$ cat src/rtl/csr_pkg.sv
// csr_pkg: shared constants and types for the machine-mode CSR unit.
//   - CSR addresses, SYSTEM opcode, funct3 encodings
//   - trap cause codes, mstatus bit positions and write mask
//   - CSR operation kind and the redirect FSM state enum
package csr_pkg;

    localparam logic [6:0]  OPC_SYSTEM   = 7'b1110011;

    localparam logic [11:0] CSR_MSTATUS  = 12'h300;
    localparam logic [11:0] CSR_MTVEC    = 12'h305;
    localparam logic [11:0] CSR_MEPC     = 12'h341;
    localparam logic [11:0] CSR_MCAUSE   = 12'h342;
    localparam logic [11:0] CSR_MCYCLE   = 12'hB00;
    localparam logic [11:0] CSR_MCYCLEH  = 12'hB80;
    localparam logic [11:0] CSR_CYCLE    = 12'hC00;
    localparam logic [11:0] CSR_CYCLEH   = 12'hC80;

    // funct3 = 000 sub-encodings carried in inst[31:20]
    localparam logic [11:0] SYS_ECALL    = 12'h000;
    localparam logic [11:0] SYS_EBREAK   = 12'h001;
    localparam logic [11:0] SYS_MRET     = 12'h302;

    localparam logic [2:0]  F3_PRIV      = 3'b000;
    localparam logic [2:0]  F3_ILLEGAL   = 3'b100;

    localparam logic [3:0]  CAUSE_ILLEGAL = 4'd2;
    localparam logic [3:0]  CAUSE_EBREAK  = 4'd3;
    localparam logic [3:0]  CAUSE_ECALL   = 4'd11;

    localparam int          MSTATUS_MIE    = 3;
    localparam int          MSTATUS_MPIE   = 7;
    localparam int          MSTATUS_MPP_LO = 11;
    localparam int          MSTATUS_MPP_HI = 12;
    localparam logic [31:0] MSTATUS_WMASK  = 32'h0000_0088;

    // Encoded to match funct3[1:0] of the Zicsr instructions.
    typedef enum logic [1:0] {
        CSR_OP_NONE = 2'b00,
        CSR_OP_RW   = 2'b01,
        CSR_OP_RS   = 2'b10,
        CSR_OP_RC   = 2'b11
    } csr_op_e;

    typedef enum logic {
        ST_RUN      = 1'b0,
        ST_REDIRECT = 1'b1
    } csr_state_e;

endpackage

$ cat src/rtl/csr_decode.sv
// csr_decode: purely combinational decode of a SYSTEM instruction word.
// Ports:
//   i_inst       instruction word
//   o_csr_op     legal Zicsr instruction (address exists, no write to read-only)
//   o_csr_kind   RW / RS / RC
//   o_use_imm    operand is zero-extended inst[19:15]
//   o_csr_write  instruction actually writes the CSR (not write-suppressed)
//   o_rd_nz      rd field is non-zero
//   o_trap       ecall, ebreak or illegal instruction
//   o_illegal    illegal-instruction condition
//   o_mret       mret
//   o_cause      trap cause code (valid with o_trap)
// Build option: CSR_MCYCLE_EN makes the counter addresses legal.
module csr_decode
    import csr_pkg::*;
(
    input  logic [31:0] i_inst,
    output logic        o_csr_op,
    output csr_op_e     o_csr_kind,
    output logic        o_use_imm,
    output logic        o_csr_write,
    output logic        o_rd_nz,
    output logic        o_trap,
    output logic        o_illegal,
    output logic        o_mret,
    output logic [3:0]  o_cause
);

    logic [6:0]  w_opcode;
    logic [2:0]  w_funct3;
    logic [11:0] w_addr;
    logic [4:0]  w_rs1f;
    logic        w_addr_known;
    logic        w_addr_ro;
    logic        w_wants_write;

    assign w_opcode = i_inst[6:0];
    assign w_funct3 = i_inst[14:12];
    assign w_addr   = i_inst[31:20];
    assign w_rs1f   = i_inst[19:15];
    assign o_rd_nz  = (i_inst[11:7] != 5'd0);

    always_comb begin
        w_addr_known = 1'b0;
        w_addr_ro    = 1'b0;
        case (w_addr)
            CSR_MSTATUS, CSR_MTVEC, CSR_MEPC, CSR_MCAUSE: w_addr_known = 1'b1;
`ifdef CSR_MCYCLE_EN
            CSR_MCYCLE, CSR_MCYCLEH: w_addr_known = 1'b1;
            CSR_CYCLE, CSR_CYCLEH: begin
                w_addr_known = 1'b1;
                w_addr_ro    = 1'b1;
            end
`endif
            default: ;
        endcase
    end

    // RW/RWI always write; set/clear forms with a zero source field only read.
    assign w_wants_write = (w_funct3[1:0] == 2'b01) || (w_rs1f != 5'd0);

    always_comb begin
        o_csr_op    = 1'b0;
        o_csr_kind  = CSR_OP_NONE;
        o_use_imm   = w_funct3[2];
        o_csr_write = 1'b0;
        o_trap      = 1'b0;
        o_illegal   = 1'b0;
        o_mret      = 1'b0;
        o_cause     = CAUSE_ILLEGAL;
        if (w_opcode == OPC_SYSTEM) begin
            if (w_funct3 == F3_PRIV) begin
                case (w_addr)
                    SYS_ECALL: begin
                        o_trap  = 1'b1;
                        o_cause = CAUSE_ECALL;
                    end
                    SYS_EBREAK: begin
                        o_trap  = 1'b1;
                        o_cause = CAUSE_EBREAK;
                    end
                    SYS_MRET: o_mret = 1'b1;
                    default: begin
                        o_trap    = 1'b1;
                        o_illegal = 1'b1;
                    end
                endcase
            end else if (w_funct3 == F3_ILLEGAL) begin
                o_trap    = 1'b1;
                o_illegal = 1'b1;
            end else if (!w_addr_known || (w_addr_ro && w_wants_write)) begin
                o_trap    = 1'b1;
                o_illegal = 1'b1;
            end else begin
                o_csr_op    = 1'b1;
                o_csr_kind  = csr_op_e'(w_funct3[1:0]);
                o_csr_write = w_wants_write;
            end
        end
    end

endmodule

$ cat src/rtl/csr_unit.sv
// csr_unit: machine-mode CSR file (mstatus, mtvec, mepc, mcause) with Zicsr
// read-modify-write, trap entry, mret and a registered one-cycle PC redirect.
// Ports:
//   clk, rst                 clock, synchronous active-high reset
//   csrunitin_valid/inst/rs1/pc   retiring instruction and its operands
//   csrunitout_rdata         old value of addressed CSR (combinational)
//   csrunitout_rd_write      rd writeback enable (combinational)
//   csrunitout_illegal       illegal-instruction trap (combinational)
//   csrunitout_redirect      one-cycle flush/jump pulse (registered)
//   csrunitout_redirect_pc   jump target while redirect is high
//   csrunitout_mstatus       live mstatus
// Build option: CSR_MCYCLE_EN adds the 64-bit mcycle counter (0xB00/0xB80,
// read-only aliases 0xC00/0xC80).
module csr_unit
    import csr_pkg::*;
#(
    parameter int              XLEN        = 32,
    parameter logic [XLEN-1:0] MTVEC_RESET = '0
) (
    input  logic            clk,
    input  logic            rst,
    input  logic            csrunitin_valid,
    input  logic [31:0]     csrunitin_inst,
    input  logic [XLEN-1:0] csrunitin_rs1,
    input  logic [XLEN-1:0] csrunitin_pc,
    output logic [XLEN-1:0] csrunitout_rdata,
    output logic            csrunitout_rd_write,
    output logic            csrunitout_redirect,
    output logic [XLEN-1:0] csrunitout_redirect_pc,
    output logic            csrunitout_illegal,
    output logic [XLEN-1:0] csrunitout_mstatus
);

    csr_state_e      r_state, w_state_next;
    logic            r_mie, r_mpie;
    logic [XLEN-1:0] r_mtvec, r_mepc, r_mcause, r_redirect_pc;
`ifdef CSR_MCYCLE_EN
    logic [2*XLEN-1:0] r_mcycle;
`endif

    logic            w_csr_op, w_use_imm, w_csr_write, w_rd_nz;
    logic            w_trap, w_illegal, w_mret;
    csr_op_e         w_kind;
    logic [3:0]      w_cause;
    logic [11:0]     w_addr;
    logic            w_active, w_do_write, w_do_trap, w_do_mret;
    logic [XLEN-1:0] w_operand, w_old, w_new, w_mstatus;

    csr_decode u_decode (
        .i_inst      (csrunitin_inst),
        .o_csr_op    (w_csr_op),
        .o_csr_kind  (w_kind),
        .o_use_imm   (w_use_imm),
        .o_csr_write (w_csr_write),
        .o_rd_nz     (w_rd_nz),
        .o_trap      (w_trap),
        .o_illegal   (w_illegal),
        .o_mret      (w_mret),
        .o_cause     (w_cause)
    );

    // The slot right after a redirect is squashed: valid is ignored there.
    assign w_active   = csrunitin_valid && (r_state == ST_RUN);
    assign w_addr     = csrunitin_inst[31:20];
    assign w_do_write = w_active && w_csr_op && w_csr_write;
    assign w_do_trap  = w_active && w_trap;
    assign w_do_mret  = w_active && w_mret;
    assign w_operand  = w_use_imm ? {{(XLEN-5){1'b0}}, csrunitin_inst[19:15]} : csrunitin_rs1;

    always_comb begin
        w_mstatus = '0;
        w_mstatus[MSTATUS_MPP_HI:MSTATUS_MPP_LO] = 2'b11;
        w_mstatus[MSTATUS_MIE]  = r_mie;
        w_mstatus[MSTATUS_MPIE] = r_mpie;
    end

    always_comb begin
        w_old = '0;
        case (w_addr)
            CSR_MSTATUS: w_old = w_mstatus;
            CSR_MTVEC:   w_old = r_mtvec;
            CSR_MEPC:    w_old = r_mepc;
            CSR_MCAUSE:  w_old = r_mcause;
`ifdef CSR_MCYCLE_EN
            CSR_MCYCLE,  CSR_CYCLE:  w_old = r_mcycle[XLEN-1:0];
            CSR_MCYCLEH, CSR_CYCLEH: w_old = r_mcycle[2*XLEN-1:XLEN];
`endif
            default: w_old = '0;
        endcase
    end

    always_comb begin
        case (w_kind)
            CSR_OP_RW: w_new = w_operand;
            CSR_OP_RS: w_new = w_old | w_operand;
            CSR_OP_RC: w_new = w_old & ~w_operand;
            default:   w_new = w_old;
        endcase
    end

    assign csrunitout_rdata       = w_old;
    assign csrunitout_rd_write    = w_active && w_csr_op && w_rd_nz;
    assign csrunitout_illegal     = w_active && w_illegal;
    assign csrunitout_mstatus     = w_mstatus;
    assign csrunitout_redirect    = (r_state == ST_REDIRECT);
    assign csrunitout_redirect_pc = r_redirect_pc;

    always_ff @(posedge clk) begin
        if (rst) r_state <= ST_RUN;
        else     r_state <= w_state_next;
    end

    always_comb begin
        w_state_next = r_state;
        case (r_state)
            ST_RUN:      if (w_do_trap || w_do_mret) w_state_next = ST_REDIRECT;
            ST_REDIRECT: w_state_next = ST_RUN;
            default:     w_state_next = ST_RUN;
        endcase
    end

    // Neither trap nor mret modifies its own target, so the pre-edge
    // mtvec/mepc equals the value "as updated at that edge".
    always_ff @(posedge clk) begin
        if (rst)            r_redirect_pc <= '0;
        else if (w_do_trap) r_redirect_pc <= r_mtvec;
        else if (w_do_mret) r_redirect_pc <= r_mepc;
    end

    always_ff @(posedge clk) begin
        if (rst) begin
            r_mie    <= 1'b0;
            r_mpie   <= 1'b0;
            r_mtvec  <= MTVEC_RESET;
            r_mepc   <= '0;
            r_mcause <= '0;
        end else if (w_do_trap) begin
            r_mepc   <= {csrunitin_pc[XLEN-1:2], 2'b00} | {{(XLEN-2){1'b0}}, 2'b00 & csrunitin_pc[1:0]};
            r_mcause <= {{(XLEN-4){1'b0}}, w_cause};
            r_mpie   <= r_mie;
            r_mie    <= 1'b0;
        end else if (w_do_mret) begin
            r_mie    <= r_mpie;
            r_mpie   <= 1'b1;
        end else if (w_do_write) begin
            case (w_addr)
                CSR_MSTATUS: begin
                    r_mie  <= w_new[MSTATUS_MIE];
                    r_mpie <= w_new[MSTATUS_MPIE];
                end
                CSR_MTVEC:  r_mtvec  <= {w_new[XLEN-1:2], 2'b00};
                CSR_MEPC:   r_mepc   <= {w_new[XLEN-1:2], 2'b00};
                CSR_MCAUSE: r_mcause <= w_new;
                default: ;
            endcase
        end
    end

`ifdef CSR_MCYCLE_EN
    // A CSR write to either half replaces that half and skips the increment.
    always_ff @(posedge clk) begin
        if (rst)
            r_mcycle <= '0;
        else if (w_do_write && (w_addr == CSR_MCYCLE))
            r_mcycle[XLEN-1:0] <= w_new;
        else if (w_do_write && (w_addr == CSR_MCYCLEH))
            r_mcycle[2*XLEN-1:XLEN] <= w_new;
        else
            r_mcycle <= r_mcycle + 1'b1;
    end
`endif

endmodule

$ cat config.mk
export PLATFORM = sky130hd
export DESIGN_NAME = csr_unit
export DESIGN_NICKNAME = d
export VERILOG_FILES = /design/src/rtl/csr_pkg.sv /design/src/rtl/csr_decode.sv /design/src/rtl/csr_unit.sv
export SDC_FILE = /design/constraint.sdc
export NUM_CORES = 1
export LEC_CHECK = 0
export CELL_PAD_IN_SITES_DETAIL_PLACEMENT = 1
export CELL_PAD_IN_SITES_GLOBAL_PLACEMENT = 1
export CORE_MARGIN = 3
export CORE_UTILIZATION = 24
export CTS_BUF_LIST = sky130_fd_sc_hd__clkbuf_8 sky130_fd_sc_hd__clkbuf_16
export DETAILED_ROUTE_END_ITERATION = 6
export GPL_TIMING_DRIVEN = 1
export PLACE_DENSITY = 0.65
export SETUP_SLACK_MARGIN = 0.4
export SKIP_LAST_GASP = 1
export SLEW_MARGIN = 20
export SYNTH_ARGS = -nofsm -noshare
export SYNTH_HDL_FRONTEND = slang
export SYNTH_SLANG_ARGS = --single-unit
$ cat constraint.sdc
create_clock -name clk -period 6.6 [get_ports clk]
set_clock_uncertainty 0.1 [all_clocks]
set_input_delay 0.66 -clock clk [delete_from_list [all_inputs] [get_ports clk]]
set_output_delay 0.66 -clock clk [all_outputs]
set_load 0.05 [all_outputs]
[After elaboration in Yosys (flattened, before gate mapping)]
Cells that the tools add are included.
Storage, ports and cells
  memories kept: 0
  memory bits (writable): 0
  bits of input ports: 99
  bits in latches: 0
  register bits after elaboration: 127
  ROM bits: 0
Operators by class
  equal/unequal tests: 13
  reductions and logical operators: 30
  div/mod/pow operators: 0
  muxes and demuxes: 49
  $mul: 0
  order comparisons: 0
  bitwise logic cells: 6
  add/subtract/negate cells: 0
  shift-type cells: 0
Operators by type and width (count)
  32-bit two-way mux: 7
  32-bit one-hot mux with 4 select lines: 1
  32-bit one-hot mux with 3 select lines: 1
  12-bit by 10-bit equality test with 1-bit output (second input constant): 5
  32-bit AND: 1
  32-bit inverter: 1
  32-bit bitwise OR: 1
  1-bit two-way mux: 28
  4-bit two-way mux: 6
  12-bit by 1-bit equality test with 1-bit output (second input constant): 1
  12-bit zero test: 1
  2-bit nonzero test: 6
  5-bit nonzero test: 2
  3-bit AND reduction: 3
  2-bit two-way mux: 4
  4-bit one-hot mux with 2 select lines: 1
  7-bit equality test (second input constant): 1
  1-bit logical AND: 7
  3-bit nonzero test: 2
  2-bit by 1-bit equality test with 1-bit output (second input constant): 2
  2-bit equality test (second input constant): 2
  2-bit AND reduction: 2
  4-bit AND reduction: 1
  4-bit OR reduction: 1
  8 further kinds: 11

[Logic depth before layout (Yosys ltp)]
  depth in word-level cells: 13
  depth in mapped cells: 9

[Cells and area by module]
A second synthesis with hierarchy kept.
Second synthesis, totals
  cells, all modules: 1013
  area, all modules: 8130.3 um2
By module, submodules not included
  csr_unit: cells each 972, times used 1, area each 7851.3 um2
  csr_decode: cells each 41, times used 1, area each 279.0 um2

[Least setup slack after synthesis]
OpenSTA, ideal clock, no wires.
  kind: input-to-output
  start point: input csrunitin_inst[21]
  end point: output csrunitout_rdata[21]
  slack: 2.994 ns
  buffers on the path: 3
  stages: 6
  required time: 5.840 ns
  arrival: 2.846 ns
  cells stage by stage: clkbuf_1 nor2b_1 buf_2 clkbuf_1 a22oi_1 o21ai_0
On the way
  word-level cells in the longest chain between the ends: 2
Ends and longest elaborated chain
  start, declared: line csr_unit.sv:23  | input logic [31:0] csrunitin_inst,
  12-bit by 10-bit equality test with 1-bit output: line csr_unit.sv:79  | case (w_addr)
  32-bit one-hot mux with 4 select lines (*): line csr_unit.sv:79
  end, declared: line csr_unit.sv:26  | output logic [XLEN-1:0] csrunitout_rdata,
Every way passes the cells marked *; elsewhere a longest branch is shown, timed or not.

[Worst setup path in the final report]
  start point: input csrunitin_inst[20]
  end point: output csrunitout_rdata[13]
Same word-level chain as after synthesis.

==> flow_metrics.tcl <==
set metrics [dict create \
    period_minus_slack_ns 4.90 \
    hpwlAfterDp_um 20700 \
    fillers 3385 \
    p_leak_nw 3.18 \
    core_area_um2 28900 \
    preCtsSetupSlack_ns 1.70 \
    start_kind "primary input" \
    final_cell_area_um2 9490 \
    wl_per_cell_um 21.9 \
    synth-seq-cells 125 \
    postRouteAntennaNets 0 \
    cts_buffer_depth 2 \
    synthTopCellsByArea "dfxtp_1, a22oi_1, nor2_1" \
    regArea_um2 2500 \
    synth_cell_types 64 \
    antenna_found_initial 0 \
    drive_gt1_share_pct 7.03 \
    insertion_delay_ns 0.42 \
    layout_commonest_cell "clkdlybuf4s50_1" \
    grt_pass1_wl_um 46900 \
    worstPathArrival_ns 4.14 \
    crit_slowest_cell "nor2b_2" \
    finalHoldViolations 0 \
    cpMostUsedCell "clkdlybuf4s50_1" \
    rows 62 \
    portBuffers 163 \
    cts.sinks 125 \
    route.detailed.drc 0 \
    worst_slack_ns 1.70 \
    gr-total-overflow 0 \
    cp_max_fo 16 \
    nNetsFinal 1125 \
    status "finished clean" \
    synth_area_per_cell_um2 7.79 \
    cap_violations 0 \
    endpoint_kind "primary output" \
    slew_headroom_pct 22.4 \
    clk_pin_slew_ns 0.05 \
    async_flop_share_pct 0 \
    detail_route.first_pass.iterations 6 \
    timing_worst_slew_pin_value_ns 1.16 \
    maxClockFrequency_mhz 204 \
    syn-cell-area_um2 7090 \
    criticalPathCategory "in2out" \
    maxSlewViolCount 0 \
    setup_violations 0 \
    vias_per_cell 5.30 \
    dp_cells 1391 \
    cts_buffers 17 \
    die_width_um 178 \
    cts-hold-fix-buffers 0 \
    ys_seq_area_share_pct 35.3 \
    min_period_over_period_pct 74.3 \
    synth_top_area_share_pct 35.3 \
    tritoncts "yes" \
    place_area_um2 8870 \
    start_util_pct 24.5 \
    area_delta_synth_final_pct 33.9 \
    crit_required_ns 5.84 \
    min_path_type "reg2reg" \
    vias 7548 \
    drtIter0Drc 677 \
    cts_resized 0 \
    grt_setup_unrepaired "no" \
    die_h_um 178 \
    mostFrequentLayoutCells "clkdlybuf4s50_1, dfxtp_1, nor2_1, nand2_1, o21ai_0" \
    cts_setup_buffers 0 \
    multi_input_comb_area_um2 4090 \
    p_per_area_nw_per_um2 205 \
    cts_root_buf "clkbuf_16" \
    synth.largest_area_cell "dfxtp_1" \
    vdd_drop_max_mv 0.182 \
    grt_util_all_layers_pct 19.5 \
    yosys_warnings 0 \
    place_congestion 0.869 \
    path_cells "clkdlybuf4s50_1 -> nor2b_2 -> buf_4 -> a22oi_1 -> o21ai_0 -> clkdlybuf4s50_1" \
    cp_top_family "buffers and inverters" \
    grt_pass1_vias 7618 \
    crit_path_max_incr_delay_ns 1.02 \
    antenna_cells 0 \
    syn_inst 910 \
    crit_buf_inv 3 \
    wl_um 31100 \
    die_area_um2 31600 \
    synth_ff_type "dfxtp_1" \
    ios 198 \
    htreeDepth 4 \
    final_cells 1423 \
    synth_edf_count 0 \
    setup_tns_ns 0 \
    grt_max_degree 68 \
]
[metrics by stage]
stage,power [mW],hold WS [ns],util [%]
after floorplan,0.883,0.332,-
after global placement,0.959,0.344,30.7
after detailed placement,0.961,0.358,30.7
after CTS,1.96,0.366,32.8
after global routing,2.01,0.405,32.8
final,1.95,0.374,32.8
[flip-flops by register name, indices dropped and copies added (netlist names)]
signal,count
csrunitout_redirect,1
csrunitout_redirect_pc,30
r_mcause,32
r_mepc,30
r_mie,1
r_mpie,1
r_mtvec,30
[path summary, 6_finish.rpt]
path	start	end	slack [ns]	cells past startpoint
min reg2reg	r_mcause[2]$_SDFFE_PP0P_	r_mcause[2]$_SDFFE_PP0P_	0.37	2
max	csrunitin_inst[20]	csrunitout_rdata[13]	1.70	6
min	r_mcause[2]$_SDFFE_PP0P_	r_mcause[2]$_SDFFE_PP0P_	0.37	2
max reg2reg	csrunitout_redirect$_SDFF_PP0_	r_mtvec[29]$_SDFFE_PP0P_	3.51	5
[cell type report]
cell class | instances | share of cell area (%)
sequential | 125 | 26.4
multi-input combinational | 690 | 43.1
clock inverter | 14 | 1.87
inverter | 11 | 0.435
timing repair buffer | 181 | 18.6
clock buffer | 18 | 4.63
tap | 384 | 5.06
[cell usage after synthesis (3+ instances only)]
cell	instances
dfxtp_1	125
nor2_1	110
nand2_1	89
o21ai_0	76
a22oi_1	70
a21oi_1	55
clkbuf_1	49
a22o_1	46
buf_4	36
a211oi_1	27
nand2b_1	26
buf_2	24
nor3_1	23
a32oi_1	14
inv_1	11
and2_1	9
nand3_1	9
nor4_1	8
a222oi_1	7
and3_1	7
a2111oi_0	6
nor2b_1	6
o22ai_1	6
nand4_1	5
mux2i_1	4
nand3b_1	4
buf_1	3
nor4_2	3
nor4_4	3
or4_1	3
[cell families after synthesis]
kind of cell              share of synthesized area (%)
AOI/OAI and AO/OA                                  32.0
other                                             0.106
and+or+nand+nor                                    22.5
muxes                                             0.724
DFF                                                35.3
xor gates and xnor gates                          0.247
buffers and inverters                              9.08
[tightest hold or removal path, stage by stage, from the launching register on]
cell     delay [ns]
dfxtp_1        0.31
nand2_1        0.06
a21oi_1        0.05
[per-layer routing]
metal	share of wire (%)	up-vias	GRT usage (%)
met2	47	286	31.5
li1	-	3530	-
met1	46	3702	26.6
met4	1.3	0	4.78
met3	6.4	30	4.17
met5	0	-	0
[power breakdown]
group / internal [mW] / total, mW / leakage [nW] / switching (mW)
sequential: 0.755 / 0.756 / 1.01 / 0.000527
combinational: 0.0698 / 0.189 / 1.86 / 0.119
clock: 0.637 / 1.00 / 0.311 / 0.365
(Power assumes the default switching activity.)
